File: src/rtl/packet_snaplen_trunc.sv
// Capture-path snap-length truncator: forwards each packet through a one-beat
// output slice, cutting it after snaplen bytes and dropping the remainder.
module packet_snaplen_trunc #(
  parameter int C_DATA_WIDTH  = 256,
  parameter int C_TUSER_WIDTH = 128
) (
  input  logic                      axi_aclk,
  input  logic                      reset,
  input  logic [C_DATA_WIDTH-1:0]   s_axis_tdata,
  input  logic [C_DATA_WIDTH/8-1:0] s_axis_tstrb,
  input  logic [C_TUSER_WIDTH-1:0]  s_axis_tuser,
  input  logic                      s_axis_tvalid,
  input  logic                      s_axis_tlast,
  output logic                      s_axis_tready,
  output logic [C_DATA_WIDTH-1:0]   m_axis_tdata,
  output logic [C_DATA_WIDTH/8-1:0] m_axis_tstrb,
  output logic [C_TUSER_WIDTH-1:0]  m_axis_tuser,
  output logic                      m_axis_tvalid,
  output logic                      m_axis_tlast,
  input  logic                      m_axis_tready,
  input  logic [15:0]               snaplen,
  output logic [31:0]               trunc_count
);

  localparam int STRB_W = C_DATA_WIDTH / 8;
  localparam logic [15:0] BEAT_BYTES = 16'(STRB_W);

  typedef enum logic [1:0] {
    SOP  = 2'd0,
    PASS = 2'd1,
    DROP = 2'd2
  } state_t;

  state_t state, state_nxt;

  logic [15:0] snap_q, sent_q;
  logic [15:0] snap_eff, sent_eff, rem;
  logic        cut, fwd, trunc_hit;
  logic [STRB_W-1:0]        cut_mask;
  logic [C_TUSER_WIDTH-1:0] tuser_out;

  // Byte-enable mask with the lowest n lanes set.
  function automatic logic [STRB_W-1:0] lsb_mask(input logic [15:0] n);
    logic [STRB_W-1:0] m;
    for (int i = 0; i < STRB_W; i++) begin
      m[i] = (16'(i) < n);
    end
    return m;
  endfunction

  // Clamp the advertised packet length to the snap length.
  function automatic logic [15:0] clamp_len(input logic [15:0] len, input logic [15:0] lim);
    return (lim != 16'd0 && len > lim) ? lim : len;
  endfunction

  // The SOP beat must use the live snaplen/zero offset since the latches load on that same edge.
  always_comb begin
    state_nxt     = state;
    s_axis_tready = !m_axis_tvalid || m_axis_tready;
    snap_eff      = (state == SOP) ? snaplen : snap_q;
    sent_eff      = (state == SOP) ? 16'd0 : sent_q;
    rem           = snap_eff - sent_eff;
    cut           = (snap_eff != 16'd0) && (rem <= BEAT_BYTES);
    cut_mask      = lsb_mask(rem);
    fwd           = 1'b0;
    trunc_hit     = 1'b0;
    tuser_out     = s_axis_tuser;
    if (state == SOP) begin
      tuser_out[15:0] = clamp_len(s_axis_tuser[15:0], snap_eff);
    end
    case (state)
      SOP, PASS: begin
        fwd = s_axis_tvalid && s_axis_tready;
        if (fwd) begin
          if (cut) begin
            // A cut that removes no bytes (packet exactly snaplen long) is not a truncation.
            trunc_hit = !s_axis_tlast || (|(s_axis_tstrb & ~cut_mask));
            state_nxt = s_axis_tlast ? SOP : DROP;
          end else begin
            state_nxt = s_axis_tlast ? SOP : PASS;
          end
        end
      end
      DROP: begin
        s_axis_tready = 1'b1;
        if (s_axis_tvalid && s_axis_tlast) begin
          state_nxt = SOP;
        end
      end
      default: state_nxt = SOP;
    endcase
  end

  always_ff @(posedge axi_aclk or posedge reset) begin
    if (reset) begin
      state <= SOP;
    end else begin
      state <= state_nxt;
    end
  end

  // Per-packet bookkeeping and the truncation counter.
  always_ff @(posedge axi_aclk or posedge reset) begin
    if (reset) begin
      snap_q      <= 16'd0;
      sent_q      <= 16'd0;
      trunc_count <= 32'd0;
    end else begin
      if (fwd) begin
        if (state == SOP) begin
          snap_q <= snaplen;
        end
        if (cut || s_axis_tlast) begin
          sent_q <= 16'd0;
        end else begin
          sent_q <= sent_eff + BEAT_BYTES;
        end
      end
      if (trunc_hit) begin
        trunc_count <= trunc_count + 32'd1;
      end
    end
  end

  // Output register slice.
  always_ff @(posedge axi_aclk or posedge reset) begin
    if (reset) begin
      m_axis_tvalid <= 1'b0;
      m_axis_tlast  <= 1'b0;
      m_axis_tdata  <= '0;
      m_axis_tstrb  <= '0;
      m_axis_tuser  <= '0;
    end else if (fwd) begin
      m_axis_tvalid <= 1'b1;
      m_axis_tlast  <= cut || s_axis_tlast;
      m_axis_tdata  <= s_axis_tdata;
      m_axis_tstrb  <= cut ? (s_axis_tstrb & cut_mask) : s_axis_tstrb;
      m_axis_tuser  <= tuser_out;
    end else if (m_axis_tready) begin
      m_axis_tvalid <= 1'b0;
    end
  end

endmodule

File: config.mk
export PLATFORM = sky130hd
export DESIGN_NAME = packet_snaplen_trunc
export DESIGN_NICKNAME = d
export VERILOG_FILES = /design/src/rtl/packet_snaplen_trunc.sv
export SDC_FILE = /design/constraint.sdc
export NUM_CORES = 1
export LEC_CHECK = 0
export CORE_AREA = 2 2 344 346
export CTS_CLUSTER_DIAMETER = 100
export DETAILED_ROUTE_END_ITERATION = 10
export DIE_AREA = 0 0 346 348
export SKIP_LAST_GASP = 1
export SLEW_MARGIN = 10
export SYNTH_ARGS = -nofsm -noshare
export SYNTH_HDL_FRONTEND = slang
export SYNTH_SLANG_ARGS = --single-unit
File: constraint.sdc
create_clock -name axi_aclk -period 33.5 [get_ports axi_aclk]
set_input_delay 6.7 -clock axi_aclk [delete_from_list [all_inputs] [get_ports axi_aclk]]
set_output_delay 6.7 -clock axi_aclk [all_outputs]
set_load 0.01 [all_outputs]
Yosys cells after proc, flatten, opt, wreduce, memory -nomap -nowiden

Index checks and enable logic that the tools add are counted.

Flip-flop bits (word level): 484
Input port bits: 437
Output and inout bits: 451
Word-level logic and storage cells: 87

Add/subtract/negate cells: 3
Magnitude comparators: 34
Equal/unequal tests: 4
Mux-type cells: 19
Bitwise gates (word level): 3
Reductions and logical operators: 15

Operators by type and width:

| cell                                                 | count |
|---|---|
| < comparator 5 x 16 -> 1 bit, first input constant   | 16 |
| < comparator 4 x 16 -> 1 bit, first input constant   | 8 |
| two-way mux 16 bit                                   | 5 |
| bitwise AND 32 bit                                   | 2 |
| < comparator 3 x 16 -> 1 bit, first input constant   | 4 |
| adder 32 x 1 -> 32 bit, second input constant        | 1 |
| < comparator 1 x 16 -> 1 bit, first input constant   | 2 |
| < comparator 2 x 16 -> 1 bit, first input constant   | 2 |
| two-way mux 32 bit                                   | 1 |
| inverter 32 bit                                      | 1 |
| OR reduction 32 bit                                  | 1 |
| adder 16 x 6 -> 16 bit, second input constant        | 1 |
| > comparator 16 bit                                  | 1 |
| <= comparator 16 x 6 -> 1 bit, second input constant | 1 |
| nonzero test 16 bit                                  | 1 |
| subtractor 16 bit                                    | 1 |
| two-way mux 1 bit                                    | 8 |
| two-way mux 2 bit                                    | 4 |
| logical AND 1 bit                                    | 4 |
| inequality test 2 bit, second input constant         | 2 |
| one-hot mux 2 bit (2 select lines)                   | 1 |
| logical OR 1 bit                                     | 3 |
| equality test 2 x 1 -> 1 bit, second input constant  | 1 |
| equality test 2 bit, second input constant           | 1 |
| 5 further kinds                                      | 6 |

Logic depth before layout (Yosys ltp)

Gate-level depths: netlist of the first run.

Depth after elaboration: 11
Depth in mapped cells: 21
Mapped depth without buffers: 15

Worst setup path before layout of the first run

OpenSTA, ideal clock, no wires.

Path kind: input to output
Start point: in m_axis_tready
End point: out s_axis_tready
Arrival time: 7.021 ns
Data required time: 26.800 ns
Path slack: 19.779 ns
Stages: 2
Path buffers: 0
Cells stage by stage: nand2b_1 nand2b_1

Cells in the longest elaborated chain, start to end: 2

RTL lines:

| item              | RTL line | RTL |
|---|---|---|
| start, declared   | 20       | `input logic m_axis_tready,` |
| logical OR 1 bit  | 59       | `s_axis_tready = !m_axis_tvalid \|\| m_axis_tready;` |
| two-way mux 1 bit | 71       | `case (state)` |
| end, declared     | 14       | `output logic s_axis_tready,` |

No other way between the ends.

Worst setup path in the final report of the first run

Ends and elaborated chain as after synthesis.

==> summary.txt, run 1 <==
Route
  – Drt pass-1 iters: 5
  – DRT Wirelength: 95.53 mm
  – Starting DRT DRC Count: 1,331
  – Via count: 20,080
  – Avg Vias per Cell: 4.132
  – DRC viols: 0
  – Final ANT Viol Nets: 0
  – Wire per inst: 19.67 µm

Yosys
  – Gate Count Post-Synth: 2,413
  – Syn_nets: 2,876
  – Main area contributors after synthesis: dfrtp_1, nand2_1, clkbuf_1
  – Sequential share of the synthesized area: 57.34%
  – Distinct cells, synth: 73
  – Synthesized flop and latch total: 484
  – Yosys top cell area share: 57.34%
  – Cell type with the largest total area after synthesis: dfrtp_1
  – Post-Syn Area: 0.02112 mm²
  – Post-synth top cells: nand2_1, dfrtp_1, clkbuf_1
  – Commonest register cell after synthesis: dfrtp_1
  – Ys Warns: 0
  – Async S/R FF share, synth: 100.0%
  – Post-synth EDFFs: 0
  – Count leader, synth: nand2_1
  – Avg Inst Size Synth: 8.753 µm²

Critical path
  – Crit-path cells: clkdlybuf4s50_1, nand2b_1, nand2b_1, clkdlybuf4s50_1
  – Setup CP Type: in -> out
  – Reg2reg end: m_axis_tstrb[2]
  – CP Launch Type: input port
  – Critical path fanouts, max: 3
  – CP delay by family, top: buffers and inverters
  – Critical Path RT: 26.80 ns
  – Worst Path Buf+Inv: 2
  – Critical Path Slowest Stage Cell: clkdlybuf4s50_1
  – CP peak stage delay: 0.55 ns
  – FF-to-FF path depth: 15
  – Worst Path Arrival: 8.01 ns
  – Critical Path End Type: primary output
  – Worst reg2reg path startpoint: state[1]
  – R2R Setup Slk: 26.95 ns

Clock tree
  – Max clock buf depth: 3
  – Total clock sinks: 484
  – Clk_lat worst skew: 0.67 ns
  – CTS clk-pin slew, worst paths: 0.05 ns
  – # hold bufs at CTS: 0
  – Root buffer cell: clkbuf_16
  – Num CTS Buffers: 60
  – TritonCTS clock tree: built
  – Post-CTS Resized: 0
  – H-Tree Depth: 2
  – # Post-CTS Setup Buffers: 0

Min path
  – Hold Path End: m_axis_tdata[174]
  – Hold Path Origin: m_axis_tdata[174]
  – HP Class: reg -> reg
  – Worst hold stages: 2

Power
  – Static Leak: 15.56 nW
  – Combinational power share: 27.3%
  – Cell-internal power: 1.352 mW
  – Switching Power: 0.6144 mW
  – Power Total: 1.966 mW
  – Sequential Power Share: 36.8%
  – Maximum VDD drop: 0.04358 mV
  – Switching Share: 31.24%
  – PwrDens: 58.16 mW/mm²
  – Clock power frac: 35.9%

STA
  – Rel. slew slack: 20.97%
  – Slew Limit Fails: 0
  – Post-route minimum period: 14.71 ns
  – Fin Clk Skew: 0.02397 ns
  – Final Hold Slack: 0.4710 ns
  – Achievable Freq: 67.99 MHz
  – Worst-Margin Slew: 1.183 ns
  – Hold Fails Final Rpt: 0
  – Setup TNS: 0 ns
  – Final number of setup-violating endpoints: 0
  – Tcrit/Tclk final: 43.90%
  – RSZ-0062 raised after global routing: false

Floorplanning
  – Initial Utilization: 18.06%
  – Die height: 348 µm
  – FP Rows: 126
  – Die W: 346 µm
  – Core area: 0.1170 mm²
  – Die area: 0.1204 mm²
  – Io pins: 888

Global routing
  – Largest net degree at the start of global routing: 166
  – GRT met3 Usage: 6.523%
  – First-pass GRT wire length: 137.3 mm
  – Vias in the first global route: 19,860
  – GRT overflow: 0
  – GR peak layer: met2
  – Gr usage total: 15.24%
  – GR Layer Usage met1: 18.80%
  – Initial antenna violation count: 31
  – Met2 usage: 23.19%

Layout
  – Post-layout util: 28.90%
  – Fraction of layout cells with a size suffix above 1: 4.391%
  – Area growth syn-to-layout: 60.08%
  – # fillers: 12,380
  – Layout Nets: 3,716

Job
  – # Max-Cap Violations: 0

Placed design
  – RePlAce Congestion: 0.8932
  – Detailed placer's ending HPWL: 71.95 mm
  – Port bufs: 887

Run status
  – Status: finished clean
[layout by cell type, fill, tap and decap left out, drive strengths merged, types with 8 or more instances in the layout]
cell,netlist,layout
nand3,51,51
xnor2,13,13
nand2b,11,11
ha,25,25
nor3,29,29
o21ai,73,73
clkdlybuf4s50,0,887
mux2i,28,28
inv,30,31
diode,0,20
o21a,10,10
clkinv,0,13
clkbuf,111,86
nand2,1219,1219
o311ai,17,17
buf,20,22
xor2,39,39
a31oi,15,15
nor2,48,48
and3,12,12
a21oi,38,38
nand4,9,9
dfrtp,484,484
nor4,8,8
[state kept, by name (all words and copies together), names as in the netlist]
| name | cells |
|---|---|
| m_axis_tdata | 256 |
| m_axis_tlast | 1 |
| m_axis_tstrb | 32 |
| m_axis_tuser | 128 |
| m_axis_tvalid | 1 |
| sent_q | 16 |
| snap_q | 16 |
| state | 2 |
| trunc_count | 32 |
[metal layers]
layer	share of wire (%)	wire length (µm)	up-vias
met4	2.9	2816	6
met2	46	43900	780
li1	-	-	9476
met5	0.037	35	-
met3	10	9729	141
met1	41	39050	9672
[how the worst max path moves through the flow]
stage / start / to / slack [ns] / cells after the start
3_3_place_gp: m_axis_tready / s_axis_tready / 18.82 / 4
5_1_grt: m_axis_tready / s_axis_tready / 18.74 / 4
4_1_cts: m_axis_tready / s_axis_tready / 18.78 / 4
6_report: m_axis_tready / s_axis_tready / 18.79 / 4
3_5_place_dp: m_axis_tready / s_axis_tready / 18.78 / 4
2_1_floorplan: reset / m_axis_tdata[0] / 13.29 / 1
[power by group through the flow]
stage	clock network, mW	logic [mW]	registers (mW)
final	0.705	0.537	0.724
after global routing	0.749	0.585	0.735
after CTS	0.729	0.541	0.724
after detailed placement	0	0.538	0.732
after global placement	0	0.537	0.730
after floorplan	0	0.191	0.763
[final cells by class]
type	count	area [µm²]	share of cell area (%)
multi-input cells	1768	8383	24.79
inverters	30	120.1	0.3553
repair buffers	909	9060	26.80
clock buffers	86	1769	5.233
well taps	1536	1922	5.684
clock inverters	25	395.4	1.169
diodes	20	50.05	0.1480
flip-flops and latches	484	12110	35.82
[cells by family after synthesis]
| kind of cell | after synthesis | share of synthesized area (%) |
|---|---|---|
| AO/OA/AOI/OAI | 224 | 6.943 |
| XOR/XNOR | 52 | 2.156 |
| adder cells (fa/ha/maj) | 30 | 1.765 |
| buffers and inverters | 161 | 3.015 |
| flip-flops | 484 | 57.34 |
| multiplexers | 29 | 1.380 |
| AND/OR/NAND/NOR | 1433 | 27.40 |
[per-stage QoR]
stage	setup WS, ns	cells	area (µm²)
2_1_floorplan	13.29	2413	21120
3_3_place_gp	18.82	4726	31590
3_5_place_dp	18.78	4726	31590
4_1_cts	18.78	4837	33750
5_1_grt	18.74	4856	33810
6_report	18.79	4858	33810
[worst register-to-register path: cells and delay by family, from the launching register on]
family	cells	cell delay (ns)
DFF	1	0.60
and+or+nand+nor	6	2.91
buffers and inverters	2	0.46
muxes	1	0.51
AOI/OAI and AO/OA	3	0.49
xor gates and xnor gates	1	0.67
adders and majority gates	2	0.75
(Power assumes the default switching activity.)
==> inputs of run 2 (changes only) <==
--- a/config.mk
+++ b/config.mk
@@ -5,10 +5,10 @@
 export SDC_FILE = /design/constraint.sdc
 export NUM_CORES = 1
 export LEC_CHECK = 0
-export CORE_AREA = 2 2 344 346
+export CORE_AREA = 2 2 349 351
 export CTS_CLUSTER_DIAMETER = 100
 export DETAILED_ROUTE_END_ITERATION = 10
-export DIE_AREA = 0 0 346 348
+export DIE_AREA = 0 0 351 353
 export SKIP_LAST_GASP = 1
 export SLEW_MARGIN = 10
 export SYNTH_ARGS = -nofsm -noshare
==> constraint.sdc (replaced) <==
create_clock -name axi_aclk -period 14 [get_ports axi_aclk]
set_input_delay 2.8 -clock axi_aclk [delete_from_list [all_inputs] [get_ports axi_aclk]]
set_output_delay 2.8 -clock axi_aclk [all_outputs]
set_load 0.01 [all_outputs]
==> summary.txt, run 2 (synthesis gave the netlist of run 1 again) <==
Run status
  – Status: finished clean

Critical path
  – Worst Path Arrival: 8.05 ns
  – Setup CP Type: in -> reg
  – Reg2reg end: trunc_count[1]
  – Critical Path RT: 14.51 ns
  – Critical path fanouts, max: 32
  – CP Launch Type: input port
  – Critical Path End Type: register
  – Crit path from: snaplen[0]
  – Worst reg2reg path startpoint: state[1]
  – R2R Setup Slk: 7.88 ns
  – FF-to-FF path depth: 15

Power
  – PwrDens: 139.4 mW/mm²
  – Sequential Power Share: 36.7%
  – Cell-internal power: 3.222 mW
  – Maximum VDD drop: 0.09235 mV
  – Switching Power: 1.503 mW
  – Static Leak: 15.56 nW
  – Combinational power share: 27.3%
  – Clock power frac: 36.0%
  – Switching Share: 31.81%

STA
  – Rel. slew slack: 21.52%
  – Slew Limit Fails: 0
  – Setup TNS: 0 ns
  – Fin Clk Skew: 0.01782 ns
  – Tcrit/Tclk final: 53.87%
  – Final number of setup-violating endpoints: 0
  – Hold Fails Final Rpt: 0
  – RSZ-0062 raised after global routing: false
  – Post-route minimum period: 7.541 ns
  – Worst-Margin Slew: 1.175 ns
  – Achievable Freq: 132.6 MHz

Route
  – Starting DRT DRC Count: 1,345
  – DRC viols: 0
  – Final ANT Viol Nets: 0
  – DRT Wirelength: 96.37 mm
  – Drt pass-1 iters: 5
  – Avg Vias per Cell: 4.038
  – Via count: 19,910
  – Wire per inst: 19.55 µm

Job
  – # Max-Cap Violations: 0

Floorplanning
  – Initial Utilization: 17.51%
  – FP Rows: 128
  – Die W: 351 µm
  – Core area: 0.1206 mm²
  – Die area: 0.1239 mm²
  – Io pins: 888
  – Die height: 353 µm

Clock tree
  – Post-CTS Resized: 0
  – H-Tree Depth: 3
  – Max clock buf depth: 3
  – # hold bufs at CTS: 0
  – CTS clk-pin slew, worst paths: 0.05 ns
  – Clk_lat worst skew: 0.62 ns
  – # Post-CTS Setup Buffers: 0
  – Total clock sinks: 484
  – Num CTS Buffers: 66
  – TritonCTS clock tree: built
  – Root buffer cell: clkbuf_16

Placed design
  – Port bufs: 887
  – RePlAce Congestion: 0.8597
  – Dpl cell area: 0.03171 mm²
  – Detailed placer's ending HPWL: 72.97 mm

Global routing
  – Initial antenna violation count: 20
  – First-pass GRT wire length: 138.3 mm
  – GRT overflow: 0
  – Gr usage total: 15.15%
  – Largest net degree at the start of global routing: 179
  – Vias in the first global route: 19,850

Layout
  – Most frequent cells in the layout: nand2_1, clkdlybuf4s50_1, dfrtp_1
  – Post-route design area: 0.03390 mm²
  – Layout Nets: 3,715
  – Most flop-heavy register: m_axis_tdata
  – Area growth syn-to-layout: 60.49%
  – Fraction of layout cells with a size suffix above 1: 4.210%
  – Total area of sequential cells: 0.01211 mm²
  – Multi-input logic area: 0.008383 mm²
  – Commonest non-fill, non-tap cell in the layout: nand2_1
  – Max reg flops: 256
  – # fillers: 12,750
  – Top Registers: m_axis_tdata: 256 flops, m_axis_tuser: 128 flops

Min path
  – Hold Path End: m_axis_tuser[52]
  – Worst hold stages: 2
  – Hold Path Origin: m_axis_tuser[52]
  – HP Class: reg -> reg
run 2: cell types whose count changed in the layout (fill, tap and decap cells not counted), sizes merged, moves of 3 or more:
cell,change
bufinv,-5
inv,+6
clkinv,-3
buf,-7
clkbuf,+10
diode,-17
run 2: worst max path at each step:
stage                                 end  slack (ns)
after floorplan           m_axis_tdata[0]        4.64
after global placement    m_axis_tstrb[5]        5.92
after detailed placement  m_axis_tstrb[5]        5.86
after CTS                 m_axis_tstrb[5]        6.55
after global routing      m_axis_tstrb[5]        6.15
final                      trunc_count[1]        6.46
run 2: layer usage:
metal	routed length, µm	GRT usage (%)	vias up	share of wire [%]
met2	42530	23.03	752	44
met1	40510	19.39	9518	42
met3	9990	6.010	170	10
li1	-	-	9459	-
met4	3269	5.296	10	3.4
met5	64	0	-	0.066
run 2: final cells by class:
type | count | share of cell area (%)
inverters | 30 | 0.3433
repair buffers | 902 | 26.75
flip-flops and latches | 484 | 35.73
multi-input cells | 1768 | 24.73
diodes | 3 | 0.02215
clock inverters | 22 | 0.7825
well taps | 1625 | 5.998
clock buffers | 96 | 5.647
run 2: power groups by stage:
stage	combinational, mW	sequential, mW	clock, mW
CTS	1.31	1.74	1.77
floorplan	0.457	1.83	0
finish	1.29	1.73	1.70
global placement	1.30	1.75	0
detailed placement	1.31	1.75	0
global route	1.41	1.76	1.82
run 2: stage by stage:
stage	util [%]	cells	setup slack [ns]	total power [mW]	hold WS (ns)
global placement	26.29	4809	5.923	3.053	0.4561
finish	28.11	4930	6.459	4.725	0.4682
floorplan	-	2413	4.639	2.284	0.4492
CTS	28.10	4927	6.551	4.818	0.4750
global route	28.10	4928	6.147	4.997	0.4829
detailed placement	26.29	4809	5.863	3.060	0.4608
run 2: worst max-delay path, cell delays in order:
cell,delay (ns)
clkdlybuf4s50_1,0.48
mux2i_1,0.37
ha_1,0.26
inv_1,0.06
fa_1,0.50
a21o_1,0.30
a31oi_1,0.40
nand2_1,0.44
a221oi_1,0.47
o2111ai_1,0.19
or4_1,0.55
o32a_1,0.42
nand4_4,0.38
mux2_2,0.39
